$ cat src/rtl/apb4_csr_pkg.sv
// Shared types, limits and helpers for the APB4 CSR register bank.
// get_reg is meant for elaboration-time slicing of flattened parameters.
package apb4_csr_pkg;

    typedef enum logic {
        IDLE   = 1'b0,
        ACCESS = 1'b1
    } apb4_csr_state_e;

    localparam int MAX_WAIT_STATES = 15;
    localparam int CNT_WIDTH       = 4;

    // Upper bounds for get_reg: one register up to 256 bits, the whole bank up to 8192 bits.
    localparam int MAX_DATA_WIDTH  = 256;
    localparam int MAX_FLAT_WIDTH  = 8192;

    function automatic logic [MAX_DATA_WIDTH-1:0] get_reg(
        input logic [MAX_FLAT_WIDTH-1:0] vec,
        input int                        idx,
        input int                        width
    );
        logic [MAX_DATA_WIDTH-1:0] r;
        r = MAX_DATA_WIDTH'(vec >> (idx * width));
        r = r & ~({MAX_DATA_WIDTH{1'b1}} << width);
        return r;
    endfunction

endpackage

$ cat src/rtl/apb4_slave_fsm.sv
// APB4 handshake engine: IDLE/ACCESS state, wait-state counter, latched request,
// pready/pslverr generation and a single-cycle commit strobe for the register bank.
module apb4_slave_fsm
    import apb4_csr_pkg::*;
#(
    parameter int DATA_WIDTH  = 32,
    parameter int ADDR_WIDTH  = 3,
    parameter int NUM_REGS    = 8,
    parameter int WAIT_STATES = 0,
    parameter bit PRIV_ONLY   = 1'b0
) (
    input  logic                    clk,
    input  logic                    rst,
    input  logic                    psel,
    input  logic                    penable,
    input  logic                    pwrite,
    input  logic [ADDR_WIDTH-1:0]   paddr,
    input  logic [DATA_WIDTH-1:0]   pwdata,
    input  logic [DATA_WIDTH/8-1:0] pstrb,
    input  logic                    priv,
    output logic                    pready,
    output logic                    pslverr,
    output logic                    commit,
    output logic                    rd_en,
    output logic [ADDR_WIDTH-1:0]   addr_q,
    output logic [DATA_WIDTH-1:0]   wdata_q,
    output logic [DATA_WIDTH/8-1:0] strb_q,
    output apb4_csr_state_e         state
);

    localparam logic [CNT_WIDTH-1:0] WAIT_CNT = CNT_WIDTH'(WAIT_STATES);

    apb4_csr_state_e        state_d;
    logic [CNT_WIDTH-1:0]   cnt_q, cnt_d;
    logic                   latch;
    logic                   wr_q, prot_q;
    logic                   err;

    always_ff @(posedge clk) begin
        if (rst) begin
            state   <= IDLE;
            cnt_q   <= '0;
            addr_q  <= '0;
            wdata_q <= '0;
            strb_q  <= '0;
            wr_q    <= 1'b0;
            prot_q  <= 1'b0;
        end else begin
            state <= state_d;
            cnt_q <= cnt_d;
            if (latch) begin
                addr_q  <= paddr;
                wdata_q <= pwdata;
                strb_q  <= pstrb;
                wr_q    <= pwrite;
                prot_q  <= priv;
            end
        end
    end

    always_comb begin
        state_d = state;
        cnt_d   = cnt_q;
        latch   = 1'b0;
        case (state)
            IDLE: begin
                if (psel && !penable) begin
                    state_d = ACCESS;
                    cnt_d   = '0;
                    latch   = 1'b1;
                end
            end
            ACCESS: begin
                // Dropping psel mid-access abandons the transfer without a commit.
                if (!psel) begin
                    state_d = IDLE;
                end else if (pready) begin
                    state_d = IDLE;
                end else if (penable) begin
                    cnt_d = cnt_q + 1'b1;
                end
            end
            default: state_d = IDLE;
        endcase
    end

    assign pready  = (state == ACCESS) && psel && penable && (cnt_q == WAIT_CNT);
    assign err     = ({1'b0, addr_q} >= (ADDR_WIDTH + 1)'(NUM_REGS))
                   || (PRIV_ONLY && wr_q && !prot_q);
    assign pslverr = pready && err;
    assign commit  = pready && wr_q && !err;
    assign rd_en   = pready && !wr_q && !err;

endmodule

$ cat src/rtl/apb4_csr_regbank.sv
// Parametrised APB4 CSR bank: masked software-writable bits, live status bits,
// hardware load port with byte-granular priority, and per-register write pulses.
module apb4_csr_regbank
    import apb4_csr_pkg::*;
#(
    parameter int                               DATA_WIDTH  = 32,
    parameter int                               ADDR_WIDTH  = 3,
    parameter int                               NUM_REGS    = 8,
    parameter int                               WAIT_STATES = 0,
    parameter bit                               PRIV_ONLY   = 1'b0,
    parameter logic [NUM_REGS*DATA_WIDTH-1:0]   WR_MASK     = '1,
    parameter logic [NUM_REGS*DATA_WIDTH-1:0]   RESET_VAL   = '0
) (
    input  logic                           clk,
    input  logic                           rst,
    input  logic                           psel,
    input  logic                           penable,
    input  logic                           pwrite,
    input  logic [ADDR_WIDTH-1:0]          paddr,
    input  logic [DATA_WIDTH-1:0]          pwdata,
    input  logic [DATA_WIDTH/8-1:0]        pstrb,
    input  logic [2:0]                     pprot,
    output logic [DATA_WIDTH-1:0]          prdata,
    output logic                           pready,
    output logic                           pslverr,
    output logic [NUM_REGS*DATA_WIDTH-1:0] regs_o,
    output logic [NUM_REGS-1:0]            wr_pulse_o,
    input  logic [NUM_REGS-1:0]            hw_we_i,
    input  logic [NUM_REGS*DATA_WIDTH-1:0] hw_wdata_i,
    input  logic [NUM_REGS*DATA_WIDTH-1:0] hw_status_i
);

    localparam int STRB_WIDTH = DATA_WIDTH / 8;

    logic                    commit, rd_en;
    logic [ADDR_WIDTH-1:0]   addr_q;
    logic [DATA_WIDTH-1:0]   wdata_q, lane_mask;
    logic [STRB_WIDTH-1:0]   strb_q;
    apb4_csr_state_e         unused_fsm_state;
    logic                    unused_prot;
    logic [DATA_WIDTH-1:0]   rd_or [NUM_REGS+1];

    assign unused_prot = ^pprot[2:1];

    apb4_slave_fsm #(
        .DATA_WIDTH  (DATA_WIDTH),
        .ADDR_WIDTH  (ADDR_WIDTH),
        .NUM_REGS    (NUM_REGS),
        .WAIT_STATES (WAIT_STATES),
        .PRIV_ONLY   (PRIV_ONLY)
    ) u_fsm (
        .clk     (clk),
        .rst     (rst),
        .psel    (psel),
        .penable (penable),
        .pwrite  (pwrite),
        .paddr   (paddr),
        .pwdata  (pwdata),
        .pstrb   (pstrb),
        .priv    (pprot[0]),
        .pready  (pready),
        .pslverr (pslverr),
        .commit  (commit),
        .rd_en   (rd_en),
        .addr_q  (addr_q),
        .wdata_q (wdata_q),
        .strb_q  (strb_q),
        .state   (unused_fsm_state)
    );

    for (genvar b = 0; b < STRB_WIDTH; b++) begin : g_lane
        assign lane_mask[b*8 +: 8] = {8{strb_q[b]}};
    end

    assign rd_or[0] = '0;

    for (genvar i = 0; i < NUM_REGS; i++) begin : g_reg
        localparam logic [DATA_WIDTH-1:0] MASK =
            DATA_WIDTH'(get_reg(MAX_FLAT_WIDTH'(WR_MASK), i, DATA_WIDTH));
        localparam logic [DATA_WIDTH-1:0] RST_VAL =
            DATA_WIDTH'(get_reg(MAX_FLAT_WIDTH'(RESET_VAL), i, DATA_WIDTH));

        logic                  sw_hit, pulse_q;
        logic [DATA_WIDTH-1:0] q, nxt, sw_bits;

        assign sw_hit  = commit && (addr_q == ADDR_WIDTH'(i));
        assign sw_bits = lane_mask & MASK;

        // Hardware load first, then software overrides only the strobed, writable bits.
        always_comb begin
            nxt = q;
            if (hw_we_i[i]) begin
                nxt = hw_wdata_i[i*DATA_WIDTH +: DATA_WIDTH] & MASK;
            end
            if (sw_hit) begin
                nxt = (nxt & ~sw_bits) | (wdata_q & sw_bits);
            end
        end

        always_ff @(posedge clk) begin
            if (rst) begin
                q       <= RST_VAL & MASK;
                pulse_q <= 1'b0;
            end else begin
                q       <= nxt;
                pulse_q <= sw_hit;
            end
        end

        assign regs_o[i*DATA_WIDTH +: DATA_WIDTH] = q;
        assign wr_pulse_o[i] = pulse_q;
        assign rd_or[i+1] = rd_or[i]
            | ((rd_en && (addr_q == ADDR_WIDTH'(i)))
               ? ((q & MASK) | (hw_status_i[i*DATA_WIDTH +: DATA_WIDTH] & ~MASK))
               : '0);
    end

    assign prdata = rd_or[NUM_REGS];

endmodule

$ cat config.mk
export PLATFORM = sky130hd
export DESIGN_NAME = apb4_csr_regbank
export DESIGN_NICKNAME = d
export VERILOG_FILES = /design/src/rtl/apb4_csr_pkg.sv /design/src/rtl/apb4_slave_fsm.sv /design/src/rtl/apb4_csr_regbank.sv
export SDC_FILE = /design/constraint.sdc
export NUM_CORES = 1
export LEC_CHECK = 0
export BUFFER_PORTS_ARGS = -buffer_cell sky130_fd_sc_hd__buf_2
export CAP_MARGIN = 20
export CORE_AREA = 4 4 338 340
export CTS_BUF_LIST = sky130_fd_sc_hd__clkbuf_4 sky130_fd_sc_hd__clkbuf_8
export CTS_CLUSTER_DIAMETER = 150
export DETAILED_ROUTE_END_ITERATION = 8
export DIE_AREA = 0 0 342 344
export GPL_TIMING_DRIVEN = 0
export PLACE_DENSITY = 0.36
export SLEW_MARGIN = 20
export SYNTH_ARGS = -nofsm -noshare
export SYNTH_HDL_FRONTEND = slang
export SYNTH_SLANG_ARGS = --single-unit
$ cat constraint.sdc
create_clock -name clk -period 3.2 [get_ports clk]
set_input_delay 0.16 -clock clk [delete_from_list [all_inputs] [get_ports clk]]
set_output_delay 0.16 -clock clk [all_outputs]
set_load 0.1 [all_outputs]
After elaboration in Yosys (flattened, before gate mapping)
Cells that the tools add are included.
W data, S select, Z words.
{ "classes": {"bitwise": 26, "n_reduce_logical": 27, "n_mux": 34, "add_sub_neg": 1, "n_eq_ne": 11} }
{ "ops": {"columns": ["cell", "count"], "rows": [
  ["$mux W32", 24],
  ["$or A32 B32 Y32", 15],
  ["$and A32 B32 Y32", 9],
  ["$not A32 Y32", 1],
  ["$logic_and A1 B1 Y1", 22],
  ["$mux W4", 4],
  ["$eq A3 B3 Y1 const B", 4],
  ["$pmux W4 S2", 1],
  ["$eq A3 B2 Y1 const B", 2],
  ["$ne A2 B2 Y1 const B", 3],
  ["$add A4 B1 Y4 const B", 1],
  ["$logic_not A4 Y1", 1],
  ["$mux W1", 4],
  ["$reduce_and A4 Y1", 1],
  ["$eq A3 B1 Y1 const B", 1],
  ["$logic_not A3 Y1", 1],
  ["$logic_not A1 Y1", 2],
  ["$ne A2 B1 Y1 const B", 1],
  ["$pmux W1 S2", 1],
  ["$not A1 Y1", 1]
]} }
{ "word_totals": {"input_bits": 567, "regBits": 309} }

Depth between registers and ports, before layout
{ "depth": {"depth_word": 13, "mapped_depth": 8, "depth_no_buf": 7} }

Hierarchy
From an unflattened synthesis, not the netlist that was laid out.
{ "unflattened": {"cells_unflattened": 1808, "hier_area_um2": 16510.8} }
{ "modules_own_cells": {"columns": ["module", "n_inst", "cells_each", "area_each_um2", "seq_area_each_um2"], "rows": [
  ["apb4_csr_regbank", 1, 1591, 14754.2, 5285.1],
  ["apb4_slave_fsm", 1, 217, 1756.7, 900.9]
]} }

Worst setup path after synthesis
No wires, ideal clock.
{ "synth_path": {"path_type": "register -> output", "from": "reg u_fsm.cnt_q[0]", "to": "out prdata[0]", "t_arrival_ns": 4.457, "stages_incl_launch_ff": 8, "setup_slack_ns": -1.417, "cell_sequence": "dfxtp_1 inv_1 ha_1 nor3b_1 nand2_1 inv_1 nand2_1 o311ai_1"} }
{ "synth_between": {"elab_chain_cells": 12, "elab_cells_between_ends": 26, "classes_between": "8 x mux; 7 x bitwise; 11 x reduce/logical"} }
{ "synth_lines": {"columns": ["element", "line", "source"], "rows": [
  ["start, declared", "apb4_slave_fsm.sv:34", "logic [CNT_WIDTH-1:0] cnt_q, cnt_d;"],
  ["start signal, assigned", "apb4_slave_fsm.sv:50", "cnt_q <= cnt_d;"],
  ["$logic_not A4 Y1 *", "apb4_slave_fsm.sv:87", "assign pready = (state == ACCESS) && psel && penable && (cnt_q == WAIT_CNT);"],
  ["$logic_and A1 B1 Y1 *", "apb4_slave_fsm.sv:87", null],
  ["named net pready", "apb4_csr_regbank.sv:24", "output logic pready,"],
  ["$logic_and A1 B1 Y1 *", "apb4_slave_fsm.sv:92", "assign rd_en = pready && !wr_q && !err;"],
  ["$logic_and A1 B1 Y1", "apb4_csr_regbank.sv:113", "| ((rd_en && (addr_q == ADDR_WIDTH'(i)))"],
  ["$mux W32", "apb4_csr_regbank.sv:114", "? ((q & MASK) | (hw_status_i[i*DATA_WIDTH +: DATA_WIDTH] & ~MASK))"],
  ["$or A32 B32 Y32 (6 in a row)", "apb4_csr_regbank.sv:113", null],
  ["$or A32 B32 Y32 *", "apb4_csr_regbank.sv:113", null],
  ["end, declared", "apb4_csr_regbank.sv:23", "output logic [DATA_WIDTH-1:0] prdata,"]
]} }
Mark *: on every way through the listed nets, which the timed path passes. The rest lies on a longest branch.

Worst setup path in the final report
{ "layout_path": {"from": "reg u_fsm.cnt_q[0]", "to": "out prdata[19]"} }
{ "layout_between": {"elab_chain_cells": 12, "elab_cells_between_ends": 26, "classes_between": "8 x mux; 7 x bitwise; 11 x reduce/logical"} }
{ "layout_lines": {"columns": ["element", "line"], "rows": [
  ["$logic_not A4 Y1 *", "apb4_slave_fsm.sv:87"],
  ["$logic_and A1 B1 Y1 *", "apb4_slave_fsm.sv:87"],
  ["$logic_and A1 B1 Y1 *", "apb4_slave_fsm.sv:92"],
  ["$logic_and A1 B1 Y1", "apb4_csr_regbank.sv:113"],
  ["$mux W32", "apb4_csr_regbank.sv:114"],
  ["$or A32 B32 Y32 (6 in a row)", "apb4_csr_regbank.sv:113"],
  ["$or A32 B32 Y32 *", "apb4_csr_regbank.sv:113"]
]} }
Every way passes the cells marked *; elsewhere a longest branch is shown, timed or not.

==> results.cfg <==
[pwr]
p_per_area_nw_per_um2 = 455
clockPowerShare_pct = 36.9
p_seq_share_pct = 35.2
p_switching_mw = 4.85
switching_share_pct = 39.7
p_int_mw = 7.38
finalPower_mw = 12.2
power_leakage_nw = 10.2
vdd_drop_max_mv = 0.198
combinationalPowerShare_pct = 27.8

[timing]
fin_crit_sh_pct = 98.4
tightest_slew_ns = 1.15
fin_skew_ns = 0.0346
slew_headroom_pct = 23.6
fin_ws_ns = 0.0497
fmax_ghz = 0.317
maxSlewViolCount = 0
hold_viol_final = 0
rsz0062_at_grt = yes
min_period_ns = 3.15
setup_viol = 0

[yosys]
yosysTopAreaCell = dfxtp_1
synth-edff-count = 0
synth.distinct_cells = 49
ys_ff_latch = 309
async_flop_share_pct = 0
synth.top_cells.by_area = dfxtp_1 38%, a211oi_1 24%, nor2b_1 10%
synth_ff_type = dfxtp_1
synth_cells = 1741
synth_seq_area_share_pct = 38.2
synth_area_um2 = 16200
syn_area_per_cell_um2 = 9.31
yosys_warnings = 0
synth_top_area_share_pct = 38.2
synth_fp_nets = 2310

[floorplanning]
fp-row-count = 123
die-width_um = 342
io_pins = 865
dieArea_um2 = 118000
fp.dieH_um = 344
start_util_pct = 14.5
coreArea_um2 = 112000

[placement]
postPlaceCellArea_um2 = 21400
dp_hpwl_um = 116000
place.gp.congestion = 0.836
port_buffers = 594
place_ws_ns = -0.898

[worst_hold_path]
hold_depth = 4
holdPathEnd = u_fsm.wdata_q[16]$_SDFFE_PP0P_
hp-start = pwdata[16]
hp-class = in -> reg

[layout]
drive_above_1_share_pct = 34.6
fillCellCount = 12300
final_area_um2 = 26900
seq_area_um2 = 6190
layout.nets = 3305
synthToLayoutAreaGrowth_pct = 65.7
final_util_pct = 24.1
multi_input_area_um2 = 9600

[routing]
via_count = 19900
drc = 0
first_pass_iters = 5
routed_via_density = 4.65
drt_iter0_markers = 1703
wl_um = 150000
post_drt_wl_per_cell_um = 35.1
final_antenna_net_count = 0

[clock_tree]
cts.sinks = 309
clk_pin_slew_ns = 0.08
cts_tree = built
clock_path_buffers = 3
cts_root_buf = clkbuf_8
htreeDepth = 3
insertion_delay_ns = 0.69
cts_buffers = 67

[global_routing]
first_global_vias = 19900
grt_max_degree = 11
grt_remaining_overflow = 0
track_usage_pct = 24.5
grt_first_pass_wirelength_um = 193000
antenna_found_initial = 20

[critical_path]
critPathMaxFanout = 6
start_kind = flop
cpMostUsedCell = buf_12
r2r_cells = 7
critPathArrivalTime_ns = 2.99
cp-end-kind = primary output
cp_slowest_cell = or3b_4
worstReg2RegStart = u_fsm.cnt_q[0]$_SDFFE_PP0P_
worstReg2RegEnd = g_reg[3].q[10]$_SDFF_PP0_
required_ns = 3.04
r2r_slack_ns = 0.31
crit_type = reg -> out
max_stage_delay_ns = 0.38
crit_chain = inv_2, ha_4, or3b_4, or3_4, buf_12, buf_12, clkbuf_16, buf_16, nor2_4, buf_12

[run_status]
outcome = finished clean

[flow_run]
maxCapViolations = 0
power groups by stage:
stage	clock network [mW]	registers [mW]	logic, mW
5_1_grt	4.74	4.32	3.51
6_report	4.52	4.31	3.40
4_1_cts	4.60	4.31	3.39
2_1_floorplan	0	5.50	0.729
3_5_place_dp	0	4.38	3.03
3_3_place_gp	0	4.39	3.01
worst max-delay path, delay by kind of cell (launching register included):
kind	cells	cell delay [ns]
and+or+nand+nor	3	0.93
buffers and inverters	6	0.90
DFF	1	0.33
adders and majority gates	1	0.12
kinds of logic after synthesis:
| group | count (synthesis) | share of synthesized area (%) |
|---|---|---|
| AOI/OAI and AO/OA | 621 | 28.1 |
| and+or+nand+nor | 549 | 20.9 |
| DFF | 309 | 38.2 |
| buffers and inverters | 185 | 5.20 |
| muxes | 73 | 7.40 |
| adders and majority gates | 2 | 0.154 |
| other | 1 | 0.0231 |
| xor gates and xnor gates | 1 | 0.0541 |
cells in the mapped netlist (all sizes together) (6+ instances only):
library cell / n
nand2: 120
nand3b: 7
mux4: 36
nor2: 95
a22oi: 8
mux2i: 22
dfxtp: 309
clkbuf: 125
a211oi: 514
a221oi: 14
or3: 7
o311ai: 6
nand3: 10
a21oi: 57
buf: 55
mux2: 15
nor2b: 260
nor4: 33
worst max-delay path by stage:
stage,from,end,slack (ns)
final,u_fsm.cnt_q[0]$_SDFFE_PP0P_,prdata[19],0.05
after global routing,u_fsm.cnt_q[1]$_SDFFE_PP0P_,prdata[23],-0.03
after CTS,u_fsm.cnt_q[1]$_SDFFE_PP0P_,prdata[23],-0.19
after detailed placement,u_fsm.addr_q[0]$_SDFFE_PP0P_,prdata[11],-0.90
after global placement,u_fsm.addr_q[0]$_SDFFE_PP0P_,prdata[4],-1.57
after floorplan,u_fsm.cnt_q[0]$_SDFFE_PP0P_,prdata[10],-0.16
sequential cells by signal, indices dropped and copies added, names as in the netlist:
| name | count |
|---|---|
| u_fsm.strb_q | 4 |
| u_fsm.wdata_q | 32 |
| u_fsm.wr_q | 1 |
| u_fsm.state | 1 |
| u_fsm.cnt_q | 4 |
| u_fsm.addr_q | 3 |
| g.pulse_q | 8 |
| g.q | 256 |
metrics by stage:
step	cells	hold slack (ns)	TNS, ns
floorplan	1741	0.290	-1.53
global placement	3835	0.412	-187.77
detailed placement	3847	0.417	-14.48
CTS	4273	0.209	-3.19
global route	4279	0.263	-0.0454
finish	4285	0.274	0
cells in the final DEF (no fill, tap or decap), types with 4 or more instances in the layout:
| cell type | instances |
|---|---|
| a211oi_1 | 514 |
| a21oi_4 | 7 |
| nor3_1 | 4 |
| nand2b_1 | 4 |
| nor4_4 | 33 |
| nor2_4 | 11 |
| clkinvlp_4 | 6 |
| nand2_1 | 117 |
| clkbuf_8 | 80 |
| nor2_2 | 5 |
| or3_4 | 7 |
| mux2_2 | 15 |
| clkbuf_1 | 104 |
| buf_2 | 586 |
| mux4_2 | 36 |
| a221oi_1 | 14 |
| nor2b_1 | 258 |
| dfxtp_1 | 306 |
| o311ai_4 | 6 |
| a22oi_1 | 8 |
| dlygate4sd3_1 | 299 |
| clkinv_2 | 5 |
| diode_2 | 11 |
| a21oi_1 | 49 |
| clkbuf_2 | 13 |
| nand3b_1 | 7 |
| buf_8 | 9 |
| buf_12 | 35 |
| mux2i_1 | 18 |
| nor2_1 | 79 |
| clkbuf_4 | 21 |
| nand3_1 | 9 |
| buf_4 | 30 |
| buf_6 | 20 |
| a32oi_1 | 4 |
per-layer routing:
metal / GRT usage (%) / up-vias / part of all wire, %
met5: 0 / - / 0.016
met4: 6.64 / 4 / 2.9
met3: 5.47 / 201 / 7.6
met2: 37.8 / 1066 / 43
met1: 34.4 / 10000 / 46
li1: - / 8647 / -
layout make-up:
type | count | share of cell area [%]
antenna | 11 | 0.102
buffer | 178 | 3.79
clock buffer | 96 | 4.50
clock inverter | 11 | 0.270
inverter | 5 | 0.107
multi-input combinational | 1247 | 35.8
sequential | 309 | 23.0
tap | 1500 | 6.99
timing repair buffer | 928 | 25.4
repair_timing:
item | in CTS | in global routing
hold buffers | 299 | 0
endpoints found under the hold margin | 300 | 0
pin swaps | 15 | 3
endpoints found under the setup margin | 91 | 30
gates resized for setup | 229 | 9
buffers inserted | 20 | 2
gates cloned | 1 | 0
Power figures use the tool's default switching activity.
